[src/rtl/pipeline_hazard_controller.sv]
// ---------------------------------------------------------------------------
// pipeline_hazard_controller
//
// Hazard and forwarding control for a 5-stage in-order pipeline with a
// variable-latency data memory.
//   - Load-use hazards stall IF/ID for one cycle and bubble ID/EX.
//   - Taken branches flush IF/ID and bubble ID/EX.
//   - Outstanding data-memory accesses freeze the back end; a memory that
//     never answers within TIMEOUT wait cycles drives a sticky fault.
//   - Operand forwarding selects EX/MEM over MEM/WB over the register file.
//   - A saturating counter accumulates cycles in which the PC was held.
//
// Ports
//   Clock_i, Reset_i              clock, asynchronous active-high reset
//   IdRs1_i/IdRs2_i, IdUses*_i    ID-stage sources and their use flags
//   ExRs1_i/ExRs2_i               EX-stage sources (forwarding compare)
//   ExRd_i, ExRegWrite_i, ExMemRead_i   EX destination / write / load flags
//   MemRd_i, MemRegWrite_i        MEM-stage destination and write flag
//   WbRd_i, WbRegWrite_i          WB-stage destination and write flag
//   BranchTaken_i                 EX resolved a taken branch this cycle
//   MemReq_i, MemReady_i          data-memory request / completion
//   PcWrite_o, IfIdWrite_o        PC and IF/ID update enables
//   IfIdFlush_o, IdExBubble_o     zero IF/ID, inject NOP into ID/EX
//   Freeze_o                      hold ID/EX, EX/MEM, MEM/WB
//   ForwardA_o, ForwardB_o        10 EX/MEM, 01 MEM/WB, 00 register file
//   Fault_o                       sticky memory-timeout indication
//   StallCount_o                  saturating count of PC-hold cycles
// ---------------------------------------------------------------------------
module pipeline_hazard_controller #(
  parameter int TIMEOUT = 15,
  parameter int CNT_W   = 16
) (
  input  logic             Clock_i,
  input  logic             Reset_i,
  input  logic [2:0]       IdRs1_i,
  input  logic [2:0]       IdRs2_i,
  input  logic             IdUsesRs1_i,
  input  logic             IdUsesRs2_i,
  input  logic [2:0]       ExRs1_i,
  input  logic [2:0]       ExRs2_i,
  input  logic [2:0]       ExRd_i,
  input  logic             ExRegWrite_i,
  input  logic             ExMemRead_i,
  input  logic [2:0]       MemRd_i,
  input  logic             MemRegWrite_i,
  input  logic [2:0]       WbRd_i,
  input  logic             WbRegWrite_i,
  input  logic             BranchTaken_i,
  input  logic             MemReq_i,
  input  logic             MemReady_i,
  output logic             PcWrite_o,
  output logic             IfIdWrite_o,
  output logic             IfIdFlush_o,
  output logic             IdExBubble_o,
  output logic             Freeze_o,
  output logic [1:0]       ForwardA_o,
  output logic [1:0]       ForwardB_o,
  output logic             Fault_o,
  output logic [CNT_W-1:0] StallCount_o
);

  typedef enum logic [1:0] {RUN, MEM_WAIT, FAULT} state_t;

  localparam logic [7:0]       TIMEOUT_C = 8'(TIMEOUT);
  localparam logic [CNT_W-1:0] CNT_MAX   = '1;

  state_t           state_q, state_d;
  logic [7:0]       wait_q, wait_d;
  logic [CNT_W-1:0] stall_q, stall_d;

  logic mem_stall;
  logic load_use;
  logic freeze;

  // Forwarding source for one EX operand; the younger EX/MEM result wins.
  function automatic logic [1:0] fwd_sel(input logic [2:0] src);
    if (MemRegWrite_i && (MemRd_i == src))     return 2'b10;
    else if (WbRegWrite_i && (WbRd_i == src))  return 2'b01;
    else                                       return 2'b00;
  endfunction

  assign mem_stall = MemReq_i & ~MemReady_i;
  assign load_use  = ExMemRead_i & ExRegWrite_i &
                     ((IdUsesRs1_i & (IdRs1_i == ExRd_i)) |
                      (IdUsesRs2_i & (IdRs2_i == ExRd_i)));
  // A waiting access keeps the pipe frozen even if MemReq drops, until
  // the memory reports completion.
  assign freeze    = mem_stall |
                     ((state_q == MEM_WAIT) & ~MemReady_i) |
                     (state_q == FAULT);

  always_comb begin
    state_d = state_q;
    wait_d  = wait_q;
    unique case (state_q)
      RUN: begin
        if (mem_stall) begin
          state_d = MEM_WAIT;
          wait_d  = 8'd1;
        end
      end
      MEM_WAIT: begin
        if (MemReady_i) begin
          state_d = RUN;
          wait_d  = 8'd0;
        end else if (wait_q == TIMEOUT_C) begin
          state_d = FAULT;
        end else begin
          wait_d = wait_q + 8'd1;
        end
      end
      FAULT: ;
      default: begin
        state_d = RUN;
        wait_d  = 8'd0;
      end
    endcase
  end

  // Output priority: reset, then freeze, then branch flush, then load-use.
  always_comb begin
    PcWrite_o    = 1'b1;
    IfIdWrite_o  = 1'b1;
    IfIdFlush_o  = 1'b0;
    IdExBubble_o = 1'b0;
    Freeze_o     = 1'b0;
    ForwardA_o   = 2'b00;
    ForwardB_o   = 2'b00;
    if (Reset_i) begin
      PcWrite_o    = 1'b0;
      IfIdWrite_o  = 1'b0;
      IfIdFlush_o  = 1'b1;
      IdExBubble_o = 1'b1;
    end else begin
      ForwardA_o = fwd_sel(ExRs1_i);
      ForwardB_o = fwd_sel(ExRs2_i);
      if (freeze) begin
        Freeze_o    = 1'b1;
        PcWrite_o   = 1'b0;
        IfIdWrite_o = 1'b0;
      end else if (BranchTaken_i) begin
        IfIdFlush_o  = 1'b1;
        IdExBubble_o = 1'b1;
      end else if (load_use) begin
        PcWrite_o    = 1'b0;
        IfIdWrite_o  = 1'b0;
        IdExBubble_o = 1'b1;
      end
    end
  end

  always_comb begin
    stall_d = stall_q;
    if (!PcWrite_o && (stall_q != CNT_MAX)) stall_d = stall_q + 1'b1;
  end

  always_ff @(posedge Clock_i or posedge Reset_i) begin
    if (Reset_i) begin
      state_q <= RUN;
      wait_q  <= 8'd0;
      stall_q <= '0;
    end else begin
      state_q <= state_d;
      wait_q  <= wait_d;
      stall_q <= stall_d;
    end
  end

  assign Fault_o      = (state_q == FAULT);
  assign StallCount_o = stall_q;

endmodule

[config.mk]
export PLATFORM = sky130hd
export DESIGN_NAME = pipeline_hazard_controller
export DESIGN_NICKNAME = d
export VERILOG_FILES = /design/src/rtl/pipeline_hazard_controller.sv
export SDC_FILE = /design/constraint.sdc
export NUM_CORES = 1
export LEC_CHECK = 0
export CELL_PAD_IN_SITES_DETAIL_PLACEMENT = 0
export CELL_PAD_IN_SITES_GLOBAL_PLACEMENT = 1
export CORE_ASPECT_RATIO = 1.5
export CORE_MARGIN = 8
export CORE_UTILIZATION = 30
export DETAILED_ROUTE_END_ITERATION = 7
export PLACE_DENSITY = 0.82
export SYNTH_ARGS = -nofsm -noshare
export SYNTH_HDL_FRONTEND = slang
export SYNTH_SLANG_ARGS = --single-unit
export TNS_END_PERCENT = 30
[constraint.sdc]
create_clock -name Clock_i -period 1.97 [get_ports Clock_i]
set_input_delay 0.197 -clock Clock_i [delete_from_list [all_inputs] [get_ports Clock_i]]
set_output_delay 0.197 -clock Clock_i [all_outputs]
set_load 0.02 [all_outputs]
==> results.json <==
{
  "status": "finished, final reports clean",
  "slew_headroom_pct": 73.04,
  "synthFlopType": "dfrtp_1",
  "synth-edff-count": 0,
  "synth_simple_gate_area_share_pct": 25.44,
  "fmax_mhz": 533.9,
  "drtAntennaViolNets": 0,
  "overflow": 0,
  "gp_congestion": 0.7625,
  "hold_viol": 0,
  "track_usage_pct": 10.83,
  "cap_violations": 0,
  "clock_sinks": 26,
  "route.detailed.drc": 0,
  "async_reset_ff_share_pct": 100.0,
  "cp-start-kind": "primary input",
  "cts.htree.levels": 1,
  "yosysWarnings": 0,
  "via_count": 1556,
  "firstDrtPassIters": 4,
  "io_buffers": 57,
  "ctsHoldBuffers": 0,
  "cp.arrival_ps": 2040,
  "powerDensity_mw_per_mm2": 781.7,
  "dp_hpwl_mm": 3.672,
  "worstPathCellList": "clkdlybuf4s50_1 > xnor2_1 > nand4_1 > a211oi_2 > nor2_4 > nor4b_4 > mux2_4",
  "path_clk_slew_ps": 100,
  "area_growth_pct": 57.47,
  "grt_max_degree": 16,
  "instances_no_fill": 333,
  "synth.largest_area_cell": "dfrtp_1",
  "drv_slew": 0,
  "cts_buffer_depth": 2,
  "fin_crit_sh_pct": 95.08,
  "avgSynthCellArea_sq_um": 9.722,
  "grt_pass1_wl_mm": 7.541,
  "critPathMaxFanout": 4,
  "synth_xor_area_share_pct": 18.05,
  "clkLatencyLatePin_ps": 270,
  "placedCellCount": 328,
  "grt_pass1_vias": 1611,
  "grt_antenna_before_repair": 0,
  "dieArea_sq_mm": 0.008347,
  "synth-compound-area-share_pct": 9.689,
  "fillerInstances": 542,
  "die_x_um": 77.31,
  "wl_per_cell_um": 13.92,
  "slowest_stage": "clkdlybuf4s50_1",
  "synth_top_family_by_area": "simple AND/OR/NAND/NOR gates",
  "worst_r2r_path_depth": 7,
  "final.setup.worst_slack_ps": 96.95,
  "n_antenna_cell": 0,
  "drt_iter0_markers": 55,
  "synth_common_cells": "dfrtp_1, xor2_1, nand2_1, xnor2_1, nor2_1",
  "synth_nets": 208,
  "synth_mux_area_share_pct": 2.589,
  "hold_class": "primary input to asynchronous set/reset pin",
  "syn-cell-area_sq_mm": 0.001692,
  "core_area_sq_mm": 0.005450,
  "netlist_instances": 174,
  "seq_area_frac_synth_pct": 38.46,
  "numCtsBuffers": 3,
  "drt_wl_total_mm": 4.637,
  "synth_cell_types": 45,
  "cts_root_buffer": "clkbuf_8",
  "critPathRequiredTime_ps": 2130,
  "ys_seq_elements": 26,
  "die_h_um": 108.0,
  "period_minus_slack_ps": 1873,
  "finalSetupViolations": 0,
  "drive_above_1_share_pct": 23.19,
  "viasPerCell": 4.673,
  "nets": 298,
  "synthAdderAreaFrac_pct": 1.479,
  "netlist.area_leader.share_pct": 38.46,
  "p_leak_nw": 1.205,
  "endpoint_kind": "register",
  "io_pins": 58,
  "path_class": "primary input to register",
  "critical_path.max_stage_delay_ps": 480,
  "worstMarginPinSlew_ps": 394.2,
  "rsz0062_at_grt": "true",
  "num_rows": 33,
  "start_util_pct": 31.04,
  "place_ws_ps": -234.4,
  "yosys-top-cells-area": "dfrtp_1, xor2_1, xnor2_1",
  "yosysMostFrequentCell": "dfrtp_1",
  "ir_drop_mv": 0.3472,
  "fin_skew_ps": 3.890,
  "fin_tns_setup_ps": 0,
  "cts_tree": "yes"
}
==> critical path: cells and delay by family <==
kind,cells,cell delay [ps]
muxes,1,320
AOI/OAI and AO/OA,1,370
xor gates and xnor gates,1,120
buffers and inverters,1,480
and+or+nand+nor,3,550
==> placed cells by master, fill, tap and decap left out, types with 3 or more instances in the layout <==
cell type | Yosys | layout
a21oi_1 | 8 | 7
and3_1 | 4 | 4
buf_4 | 1 | 31
clkbuf_8 | 0 | 3
clkdlybuf4s50_1 | 0 | 45
dfrtp_1 | 26 | 24
dlygate4sd2_1 | 0 | 6
dlymetal6s2s_1 | 0 | 3
inv_1 | 9 | 9
nand2_1 | 16 | 16
nand3_1 | 4 | 4
nand4_1 | 6 | 6
nor2_1 | 13 | 13
nor3_1 | 5 | 5
nor3_2 | 4 | 3
o21ai_0 | 5 | 5
or3_1 | 3 | 3
xnor2_1 | 16 | 16
xor2_1 | 17 | 17
==> metrics by stage <==
step / total power, mW / utilization (%) / hold WS [ps] / instance area (sq um)
final: 2.082 / 48.88 / 513.3 / 2664
after global routing: 2.208 / 48.88 / 529.9 / 2664
after CTS: 2.095 / 47.91 / 518.5 / 2611
after detailed placement: 1.645 / 46.72 / 503.7 / 2546
after global placement: 1.635 / 46.72 / 475.6 / 2546
after floorplan: 1.176 / - / 264.0 / 1694
==> final timing paths <==
| check | endpoint | start | slack (ps) |
|---|---|---|---|
| worst max-delay path | StallCount_o[12]$_DFFE_PP0P_ | IdRs2_i[2] | 100 |
| min in group Clock_i | StallCount_o[9]$_DFFE_PP0P_ | StallCount_o[9]$_DFFE_PP0P_ | 510 |
| worst min-delay path | wait_q[1]$_DFFE_PP0P_ | Reset_i | 510 |
| worst min register to register | StallCount_o[9]$_DFFE_PP0P_ | StallCount_o[9]$_DFFE_PP0P_ | 510 |
| worst max register to register | StallCount_o[4]$_DFFE_PP0P_ | StallCount_o[8]$_DFFE_PP0P_ | 150 |
| max in group asynchronous | StallCount_o[3]$_DFFE_PP0P_ | Reset_i | 1280 |
==> registers in the layout (all words and copies together) (netlist names) <==
name          flops
state_q           2
StallCount_o     16
wait_q            8
==> cell families (layout without fill, tap and decap cells) <==
kind of cell	after synthesis	in the layout
xor+xnor	34	34
flops	26	26
simple gates	71	71
buf+inv	13	101
mux	4	4
fa+ha+maj	2	2
compound gates	24	25
==> power by group <==
group	switching, mW	internal, mW	total (mW)	leakage [nW]
combinational	0.438	0.456	0.894	0.837
sequential	0.0973	0.639	0.736	0.333
clock	0.180	0.272	0.452	0.0357
total	0.716	1.37	2.08	1.21
==> timing repair <==
item,CTS,global route
pin swaps,0,5
endpoints found under the setup margin,9,14
endpoints found under the hold margin,0,0
cloned,0,1
buffers inserted,0,0
resized for setup,13,14
==> routing by layer <==
layer  up-vias  share of wire (%)  global-route usage (%)
met5         -                  0                       0
met4         0               0.45                   2.439
met3         2                3.7                   2.575
met2        20                 58                   21.87
met1       747                 38                   10.67
li1        787                  -                       -
==> cell type report <==
type	count	area [sq um]	area share, %
Multi-Input combinational cell	136	1025	38.47
Timing Repair Buffer	88	793.3	29.78
Clock inverter	1	30.03	1.127
Tap cell	70	87.58	3.288
Clock buffer	3	41.29	1.550
Inverter	9	33.78	1.268
Sequential cell	26	653.1	24.52
Power figures use the tool's default switching activity.
